==> config.mk <==
export PLATFORM = sky130hd
export DESIGN_NAME = bp_stall_histogram
export DESIGN_NICKNAME = d
export VERILOG_FILES = /design/src/rtl/bp_profiler_pkg.sv /design/src/rtl/bp_sat_counter.sv /design/src/rtl/bp_stall_histogram.sv
export SDC_FILE = /design/constraint.sdc
export NUM_CORES = 2
export LEC_CHECK = 0
export BUFFER_PORTS_ARGS = -buffer_cell sky130_fd_sc_hd__buf_2
export CAP_MARGIN = 20
export CORE_AREA = 2 2 477 431
export CTS_CLUSTER_DIAMETER = 100
export DETAILED_ROUTE_END_ITERATION = 12
export DIE_AREA = 0 0 479 433
export GPL_ROUTABILITY_DRIVEN = 1
export SLEW_MARGIN = 20
export SYNTH_ARGS = -nofsm -noshare
export SYNTH_HDL_FRONTEND = slang
export SYNTH_HIERARCHICAL = 1
export SYNTH_SLANG_ARGS = --single-unit
==> constraint.sdc <==
create_clock -name clk_i -period 10.19 [get_ports clk_i]
set_input_delay 2.038 -clock clk_i [delete_from_list [all_inputs] [get_ports clk_i]]
set_output_delay 2.038 -clock clk_i [all_outputs]
set_load 0.1 [all_outputs]
==> src/rtl/bp_profiler_pkg.sv <==
`default_nettype none
// ============================================================================
//  Module   : bp_profiler_pkg
//  Brief    : Shared types, address map and helpers for the stall profiler.
//  Revision : 1.0 - initial release
// ============================================================================
package bp_profiler_pkg;

  localparam int stall_reason_width_lp = 5;

  // Named stall reasons; index 0 is the catch-all "unknown" bucket.
  typedef enum logic [stall_reason_width_lp-1:0] {
    e_unknown           = 5'd0,
    e_icache_miss       = 5'd1,
    e_itlb_miss         = 5'd2,
    e_branch_mispredict = 5'd3,
    e_dcache_miss       = 5'd4,
    e_dtlb_miss         = 5'd5,
    e_fe_queue_empty    = 5'd6,
    e_struct_hazard     = 5'd7,
    e_data_hazard       = 5'd8,
    e_long_latency      = 5'd9,
    e_exception         = 5'd10,
    e_interrupt         = 5'd11
  } bp_stall_reason_e;

  // Clog2 that never returns 0, so derived widths stay legal.
  function automatic int safe_clog2(input int x);
    return (x <= 1) ? 1 : $clog2(x);
  endfunction

  // Read address map: reason counters 0..n-1, then cycles, then instret.
  function automatic int cycle_addr(input int n);
    return n;
  endfunction

  function automatic int instret_addr(input int n);
    return n + 1;
  endfunction

  localparam int default_num_reasons_lp = 24;
  localparam int cycle_addr_lp          = cycle_addr(default_num_reasons_lp);
  localparam int instret_addr_lp        = instret_addr(default_num_reasons_lp);

endpackage
`default_nettype wire

==> src/rtl/bp_sat_counter.sv <==
`default_nettype none
// ============================================================================
//  Module   : bp_sat_counter
//  Brief    : Saturating up-counter with synchronous clear. sat_o flags an
//             increment that was blocked because the counter is full.
//  Revision : 1.0 - initial release
// ============================================================================
module bp_sat_counter #(
  parameter int width_p = 32
) (
  input  logic               clk_i,
  input  logic               reset_n_i,
  input  logic               clr_i,
  input  logic               inc_i,
  output logic [width_p-1:0] count_o,
  output logic               sat_o
);

  logic [width_p-1:0] count_q, count_d;
  logic               w_full;

  assign w_full  = &count_q;
  assign sat_o   = inc_i & w_full;
  assign count_o = count_q;

  // Next count: clear dominates, otherwise increment unless already full.
  always_comb begin
    count_d = count_q;
    if (clr_i) begin
      count_d = '0;
    end else if (inc_i && !w_full) begin
      count_d = count_q + 1'b1;
    end
  end

  // Counter register.
  always_ff @(posedge clk_i or negedge reset_n_i) begin
    if (!reset_n_i) count_q <= '0;
    else            count_q <= count_d;
  end

endmodule
`default_nettype wire

==> src/rtl/bp_stall_histogram.sv <==
`default_nettype none
// ============================================================================
//  Module   : bp_stall_histogram
//  Brief    : Per-core stall-attribution profiler. Delays the stall-reason
//             vector to commit, resolves one reason per non-retiring cycle,
//             keeps saturating histograms with optional windowed snapshots.
//  Revision : 1.0 - initial release
// ============================================================================
module bp_stall_histogram
  import bp_profiler_pkg::*;
#(
  parameter  int num_reasons_p = 24,
  parameter  int cnt_width_p   = 32,
  parameter  int delay_p       = 8,
  parameter  int window_p      = 0,
  localparam int addr_width_lp = safe_clog2(num_reasons_p + 2)
) (
  input  logic                     clk_i,
  input  logic                     reset_n_i,
  input  logic                     freeze_i,
  input  logic                     clear_i,
  input  logic [num_reasons_p-1:0] reason_i,
  input  logic                     instret_i,
  input  logic                     rd_v_i,
  input  logic [addr_width_lp-1:0] rd_addr_i,
  output logic                     rd_v_o,
  output logic [cnt_width_p-1:0]   rd_data_o,
  output logic                     window_done_o,
  output logic                     sat_o
);

  localparam int n_cnt_lp     = num_reasons_p + 2;
  localparam int cyc_idx_lp   = cycle_addr(num_reasons_p);
  localparam int ret_idx_lp   = instret_addr(num_reasons_p);
  localparam int sel_width_lp = safe_clog2(num_reasons_p);

  logic [num_reasons_p-1:0] dly_q [delay_p];
  logic [num_reasons_p-1:0] w_dly;
  logic [sel_width_lp-1:0]  w_sel;
  logic                     w_count_en;
  logic                     w_win_end;
  logic [n_cnt_lp-1:0]      w_inc;
  logic [n_cnt_lp-1:0]      w_blk;
  logic [cnt_width_p-1:0]   w_cnt [n_cnt_lp];
  logic [cnt_width_p-1:0]   w_src [n_cnt_lp];
  logic [cnt_width_p-1:0]   rd_data_d;
  logic                     rd_v_q;
  logic [cnt_width_p-1:0]   rd_data_q;
  logic                     sat_q;

  // Delay line aligning reason_i with commit; keeps shifting under freeze.
  always_ff @(posedge clk_i or negedge reset_n_i) begin
    if (!reset_n_i) begin
      for (int i = 0; i < delay_p; i++) dly_q[i] <= '0;
    end else begin
      dly_q[0] <= reason_i;
      for (int i = 1; i < delay_p; i++) dly_q[i] <= dly_q[i-1];
    end
  end

  assign w_dly      = dly_q[delay_p-1];
  assign w_count_en = ~freeze_i & ~clear_i;

  // Lowest set reason above "unknown" wins; nothing set falls back to 0.
  always_comb begin
    w_sel = '0;
    for (int i = num_reasons_p - 1; i >= 0; i--) begin
      if (w_dly[i] && (i != 0)) w_sel = sel_width_lp'(i);
    end
  end

  // One-hot increment requests: cycle always, then instret or one reason.
  always_comb begin
    w_inc = '0;
    if (w_count_en) begin
      w_inc[cyc_idx_lp] = 1'b1;
      if (instret_i) w_inc[ret_idx_lp] = 1'b1;
      else           w_inc[w_sel]      = 1'b1;
    end
  end

  for (genvar g = 0; g < n_cnt_lp; g++) begin : g_cnt
    bp_sat_counter #(.width_p(cnt_width_p)) u_cnt (
      .clk_i     (clk_i),
      .reset_n_i (reset_n_i),
      .clr_i     (clear_i | w_win_end),
      .inc_i     (w_inc[g]),
      .count_o   (w_cnt[g]),
      .sat_o     (w_blk[g])
    );
  end

  if (window_p == 0) begin : g_cum
    assign w_win_end     = 1'b0;
    assign window_done_o = 1'b0;

    // Cumulative mode reads the live counters directly.
    always_comb begin
      for (int i = 0; i < n_cnt_lp; i++) w_src[i] = w_cnt[i];
    end
  end else begin : g_win
    localparam int tmr_width_lp = safe_clog2(window_p);

    logic [tmr_width_lp-1:0] tmr_q, tmr_d;
    logic [cnt_width_p-1:0]  shadow_q [n_cnt_lp];
    logic                    done_q;

    assign w_win_end     = w_count_en && (tmr_q == tmr_width_lp'(window_p - 1));
    assign window_done_o = done_q;

    // Window timer advances only on counted cycles and wraps at window end.
    always_comb begin
      tmr_d = tmr_q;
      if (clear_i || w_win_end) tmr_d = '0;
      else if (w_count_en)      tmr_d = tmr_q + 1'b1;
    end

    // Timer and publish pulse registers.
    always_ff @(posedge clk_i or negedge reset_n_i) begin
      if (!reset_n_i) begin
        tmr_q  <= '0;
        done_q <= 1'b0;
      end else begin
        tmr_q  <= tmr_d;
        done_q <= w_win_end;
      end
    end

    // Shadow bank captures the counters including the final cycle's update.
    always_ff @(posedge clk_i or negedge reset_n_i) begin
      if (!reset_n_i) begin
        for (int i = 0; i < n_cnt_lp; i++) shadow_q[i] <= '0;
      end else if (clear_i) begin
        for (int i = 0; i < n_cnt_lp; i++) shadow_q[i] <= '0;
      end else if (w_win_end) begin
        for (int i = 0; i < n_cnt_lp; i++)
          shadow_q[i] <= w_cnt[i] + cnt_width_p'(w_inc[i] & ~(&w_cnt[i]));
      end
    end

    // Windowed mode reads the published snapshot.
    always_comb begin
      for (int i = 0; i < n_cnt_lp; i++) w_src[i] = shadow_q[i];
    end
  end

  // Read mux; addresses past the instret counter read as zero.
  always_comb begin
    rd_data_d = '0;
    if (int'(rd_addr_i) < n_cnt_lp) rd_data_d = w_src[rd_addr_i];
  end

  // Registered read port and sticky saturation flag.
  always_ff @(posedge clk_i or negedge reset_n_i) begin
    if (!reset_n_i) begin
      rd_v_q    <= 1'b0;
      rd_data_q <= '0;
      sat_q     <= 1'b0;
    end else begin
      rd_v_q    <= rd_v_i;
      rd_data_q <= rd_v_i ? rd_data_d : '0;
      sat_q     <= clear_i ? 1'b0 : (sat_q | (|w_blk));
    end
  end

  assign rd_v_o    = rd_v_q;
  assign rd_data_o = rd_data_q;
  assign sat_o     = sat_q;

endmodule
`default_nettype wire
Word level (Yosys, flattened, before mapping)
Index checks and enable logic that the tools add are counted.
{"block": "classes", "add_sub_neg": 26, "n_lt_le_gt_ge": 4, "mux": 86, "bitwise_logic": 31, "n_reduce_logical": 106}
{"op": "$mux 32", "n": 56}
{"op": "$add 32x1->32 const B", "n": 26}
{"op": "$reduce_and 32->1", "n": 26}
{"op": "$bmux 32 s5", "n": 1}
{"op": "$mux 5", "n": 23}
{"op": "$reduce_bool 2->1", "n": 26}
{"op": "$and 1x1->1", "n": 27}
{"op": "$logic_and 1x1->1", "n": 27}
{"op": "$logic_not 1->1", "n": 26}
{"op": "$mux 26", "n": 1}
{"op": "$reduce_or 26->1", "n": 1}
{"op": "$mux 24", "n": 1}
{"op": "$ge 6x6->1 const B", "n": 1}
{"op": "$lt 5x6->1 const B", "n": 1}
{"op": "$not 5->6", "n": 1}
{"op": "$demux 1 s5", "n": 1}
{"op": "$ge 5x1->1 const B", "n": 1}
{"op": "$lt 5x5->1 const B", "n": 1}
{"op": "$mux 1", "n": 3}
{"op": "$not 1->1", "n": 2}
{"op": "$or 1x1->1", "n": 1}
{"block": "word_totals", "regBits": 1058, "in_bits": 35, "word_cells": 290}

Longest topological paths before layout
{"block": "depth", "word_depth": 33, "ltp_mapped": 14, "ltp_nobuf": 12}

By module
The synthesis kept the hierarchy.
{"module": "bp_sat_counter at g_cnt[0].u_cnt ...", "n_inst": 25, "cells_per_inst": 203, "area_per_inst_um2": 1833.0, "seq_area_each_um2": 800.8}
{"module": "bp_stall_histogram", "n_inst": 1, "cells_per_inst": 846, "area_per_inst_um2": 12733.5, "seq_area_each_um2": 5455.2}
{"module": "bp_sat_counter at g_cnt[25].u_cnt", "n_inst": 1, "cells_per_inst": 204, "area_per_inst_um2": 1869.3, "seq_area_each_um2": 800.8}

Worst setup path before layout
Ideal clock, no wire load.
{"block": "synth_path", "kind": "input-to-reg", "from": "input port freeze_i", "to": "register g_cnt[20].u_cnt.count_q[24]", "setup_time_ns": 0.078, "arrival_time_ns": 4.155, "t_required_ns": 10.112, "slack_ns": 5.957, "path_stages": 10, "path_buffers": 1, "cell_sequence": "nor3_1 > and3_1 > and3_1 > nand3_1 > nor2_1 > nand3_1 > or3_1 > buf_2 > or4_1 > a21oi_1"}
{"block": "synth_between", "elab_chain_len": 5}
{"element": "from (decl)", "line_no": "bp_stall_histogram.sv:20", "rtl": "input logic freeze_i,"}
{"element": "$not 1->1", "line_no": "bp_stall_histogram.sv:62", "rtl": "assign w_count_en = ~freeze_i & ~clear_i;"}
{"element": "$and 1x1->1", "line_no": "bp_stall_histogram.sv:62"}
{"element": "$mux 26", "line_no": "bp_stall_histogram.sv:75", "rtl": "if (w_count_en) begin"}
{"element": "named net w_inc[20]", "line_no": "bp_stall_histogram.sv:42", "rtl": "logic [n_cnt_lp-1:0] w_inc;"}
{"element": "$logic_and 1x1->1", "line_no": "bp_sat_counter.sv:31", "rtl": "end else if (inc_i && !w_full) begin"}
{"element": "$reduce_bool 2->1 (no source line)"}
{"element": "to (signal assigned)", "line_no": "bp_sat_counter.sv:39", "rtl": "else count_q <= count_d;"}
{"element": "to (decl)", "line_no": "bp_sat_counter.sv:19", "rtl": "logic [width_p-1:0] count_q, count_d;"}
The timed path passes the listed nets, and every way through them passes these cells.
A chain may end at the register's enable or synchronous reset.

Final worst setup path
{"block": "layout_path", "from": "input port clear_i", "to": "register sat_q, in the netlist sat_o"}
{"block": "layout_between", "elab_chain_len": 7}
{"element": "from (decl)", "line_no": "bp_stall_histogram.sv:21", "rtl": "input logic clear_i,"}
{"element": "$not 1->1", "line_no": "bp_stall_histogram.sv:62"}
{"element": "$and 1x1->1", "line_no": "bp_stall_histogram.sv:62"}
{"element": "$mux 26", "line_no": "bp_stall_histogram.sv:75"}
{"element": "named net w_inc[21]", "line_no": "bp_stall_histogram.sv:42"}
{"element": "$and 1x1->1", "line_no": "bp_sat_counter.sv:23", "rtl": "assign sat_o = inc_i & w_full;"}
{"element": "named net w_blk[21]", "line_no": "bp_stall_histogram.sv:43", "rtl": "logic [n_cnt_lp-1:0] w_blk;"}
{"element": "$reduce_or 26->1", "line_no": "bp_stall_histogram.sv:162", "rtl": "sat_q <= clear_i ? 1'b0 : (sat_q | (|w_blk));"}
{"element": "$or 1x1->1", "line_no": "bp_stall_histogram.sv:162"}
{"element": "$mux 1", "line_no": "bp_stall_histogram.sv:162"}
{"element": "to (signal assigned)", "line_no": "bp_stall_histogram.sv:162"}
{"element": "to (decl)", "line_no": "bp_stall_histogram.sv:49", "rtl": "logic sat_q;"}
The timed path passes the listed nets, and every way through them passes these cells.

==> flow_metrics.env <==
export IMPL_fmax_mhz=171.1
export IMPL_fin_worst_skew_ns=0.02807
export IMPL_wl_per_cell_um=21.16
export IMPL_powerDensity_nw_per_um2=136.3
export IMPL_swShare=0.2387
export IMPL_syn_nets=6186
export IMPL_grt_total_usage=0.1749
export IMPL_report_final_slew_viol_count=0
export IMPL_postCtsSetupRepairBufs=0
export IMPL_port_buffer_count=67
export IMPL_path_delay_family="simple AND/OR/NAND/NOR gates"
export IMPL_yosysMostFrequentCell="dfrtp_1"
export IMPL_multi_input_area_um2=32230
export IMPL_total_power_mw=9.187
export IMPL_cp_depth=13
export IMPL_status="complete, no violations"
export IMPL_vias=50933
export IMPL_p_clk_frac=0.498
export IMPL_cts_htree_levels=3
export IMPL_cts_hold_buf=0
export IMPL_fin_nets=6043
export IMPL_p_comb_frac=0.041
export IMPL_critPathArrivalTime_ns=6.52
export IMPL_cts_clk_slew_worst_paths_ns=0.06
export IMPL_crit_path_max_incr_delay_ns=0.85
export IMPL_crit_required_ns=10.86
export IMPL_startpoint="clear_i"
export IMPL_grt_pass1_vias=46121
export IMPL_ios=70
export IMPL_ys_async_sr_fraction=1.000
export IMPL_yosysSeqAreaShare=0.4348
export IMPL_start_util=0.2984
export IMPL_crit_slowest_cell="nor3_2"
export IMPL_grt_pass1_wl_mm=284.3
export IMPL_avgSynthCellArea_um2=9.866
export IMPL_regArea_um2=26280
export IMPL_final_layout_size_suffix_gt1_frac=0.1293
export IMPL_synth_edf_count=0
export IMPL_drt_vias_per_instance=5.798
export IMPL_synth_area_leaders="dfrtp_1, mux4_2, a21oi_1, or3_1, nand4_1"
export IMPL_leakage_nw=25.16
export IMPL_grt_overflow_total=0
export IMPL_r2r_start="w_dly[18]"
export IMPL_synth_seq_cells=1050
export IMPL_drt_initial_drc_count=5265
export IMPL_slew_headroom=0.2460
export IMPL_area_delta_synth_final_pct=11.54
export IMPL_place_hpwl_mm=133.9
export IMPL_postRouteAntennaNets=0
export IMPL_die_area_um2=207400
export IMPL_rsz0062_at_grt="false"
export IMPL_rrSetupSlack_ns=5.56
export IMPL_rows=157
export IMPL_worst_slew_pin_slew_ns=1.122
export IMPL_yosys_top_cells_count="dfrtp_1, a21oi_1, nor2_1"
export IMPL_fp_dieH_um=433
export IMPL_cp_start_kind="input pin"
export IMPL_p_switching_mw=2.193
export IMPL_crit_chain="buf_8, nor3_2, and3_1, and3_1, nand3_1, nor2_1, buf_4, nand3_1, or3_1, nor2_1, nor4_1, and4_1, a41oi_1"
export IMPL_yosys_area_top_type_share=0.4348
export IMPL_cts_resized=0
export IMPL_hold_class="reg2reg"
export IMPL_power_share_sequential=0.461
export IMPL_fill_cells=20295
export IMPL_numCtsBuffers=120
export IMPL_period_share=0.5734
export IMPL_ir_drop_v=0.0001350
export IMPL_die_w_um=479
export IMPL_endpoint="sat_o"
export IMPL_syn_area_um2=60430
export IMPL_internal_power_mw=6.994
export IMPL_cts_root_buffer="clkbuf_16"
export IMPL_r2r_end="sat_o"
export IMPL_clock_sinks=1050
export IMPL_clk_latency_ns=0.78
export IMPL_yosysTopAreaCell="dfrtp_1"
export IMPL_hold_viol_final=0
export IMPL_synth_distinct_cells=63
export IMPL_setup_tns_ns=0
export IMPL_core_area_um2=202500
export IMPL_first_pass_iters=6
export IMPL_drt_wl_total_mm=185.9
export IMPL_grt_max_degree=195
export IMPL_cts_tree="yes"
export IMPL_end_kind="flop"
export IMPL_yosysWarnings=6
export IMPL_synthFlopType="dfrtp_1"
export IMPL_postSynthCellCount=6125
export IMPL_clockBufferDepth=3
export IMPL_setup_viol=0
export IMPL_reg2reg_depth=13
export IMPL_crit_buf_inv=2
export IMPL_crit_type="in2reg"
export IMPL_antenna_found_initial=4
export IMPL_path_max_fanout=75
export IMPL_drcViolationCount=0
export IMPL_maxCapViolCount=0
export IMPL_routabilityCongestion=0.9732
export IMPL_period_needed_ns=5.843
==> power by group through the flow <==
stage / Sequential (mW) / Combinational, mW / Clock (mW)
finish: 4.23 / 0.379 / 4.57
global route: 4.24 / 0.415 / 4.87
CTS: 4.23 / 0.387 / 4.70
detailed placement: 4.31 / 0.387 / 0
global placement: 4.31 / 0.384 / 0
floorplan: 4.35 / 0.168 / 0
==> flip-flops by register name (all words and copies together), names as in the netlist <==
name / flops
dly_q: 161
g_cnt.u_cnt/count_o: 832
rd_data_o: 32
rd_v_o: 1
sat_o: 1
w_dly: 23
==> cell usage in the layout, fill, tap and decap left out, drive strengths merged, types with 149 or more instances in the layout <==
master / count
nor2: 443
mux4: 192
or3: 340
and4: 189
nand4: 338
mux2i: 154
o21ai: 365
nand2: 362
clkbuf: 173
or4: 237
a21oi: 580
dfrtp: 1050
o31ai: 209
nand3: 315
buf: 149
==> cell type report <==
class,count,share of cell area
Multi-Input combinational cell,4604,0.4782
Sequential cell,1050,0.3898
Clock buffer,172,0.05205
Tap cell,2703,0.05018
Timing Repair Buffer,150,0.01641
Clock inverter,48,0.01019
Inverter,56,0.003119
Antenna cell,1,0.00003713
==> layer usage <==
layer / vias to the layer above / part of all wire / global-route usage
met5: - / 0.000070 / 0
met4: 2 / 0.035 / 0.05880
met3: 274 / 0.075 / 0.03114
met2: 1729 / 0.44 / 0.2627
met1: 25551 / 0.45 / 0.2527
li1: 23377 / - / -
==> worst min path at each step <==
stage | cells after the start | slack [ns] | to | start
finish | 0 | 0.34 | w_dly[10] | dly_q[34]
global route | 0 | 0.34 | dly_q[135] | dly_q[159]
global placement | 0 | 0.34 | w_dly[15] | dly_q[39]
CTS | 0 | 0.34 | dly_q[135] | dly_q[159]
detailed placement | 0 | 0.33 | dly_q[105] | dly_q[129]
floorplan | 0 | 0.33 | dly_q[100] | dly_q[124]
==> metrics by stage <==
stage	hold slack, ns	worst slack, ns	cells	instance area (um^2)	util
2_1_floorplan	0.3312	5.957	6125	60430	-
3_3_place_gp	0.3356	3.687	8560	63000	0.3111
3_5_place_dp	0.3347	3.618	8560	63000	0.3111
4_1_cts	0.3422	4.449	8780	67190	0.3318
5_1_grt	0.3413	4.175	8784	67400	0.3328
6_report	0.3390	4.347	8784	67400	0.3328
==> cell families after synthesis <==
group,Yosys count,synth area share
xor+xnor,157,0.02276
fa+ha+maj,26,0.005383
compound gates,1378,0.1352
buf+inv,471,0.03474
simple gates,2695,0.2698
mux,347,0.09725
other cells,1,0.00006206
flops,1050,0.4348
Power figures use the tool's default switching activity.
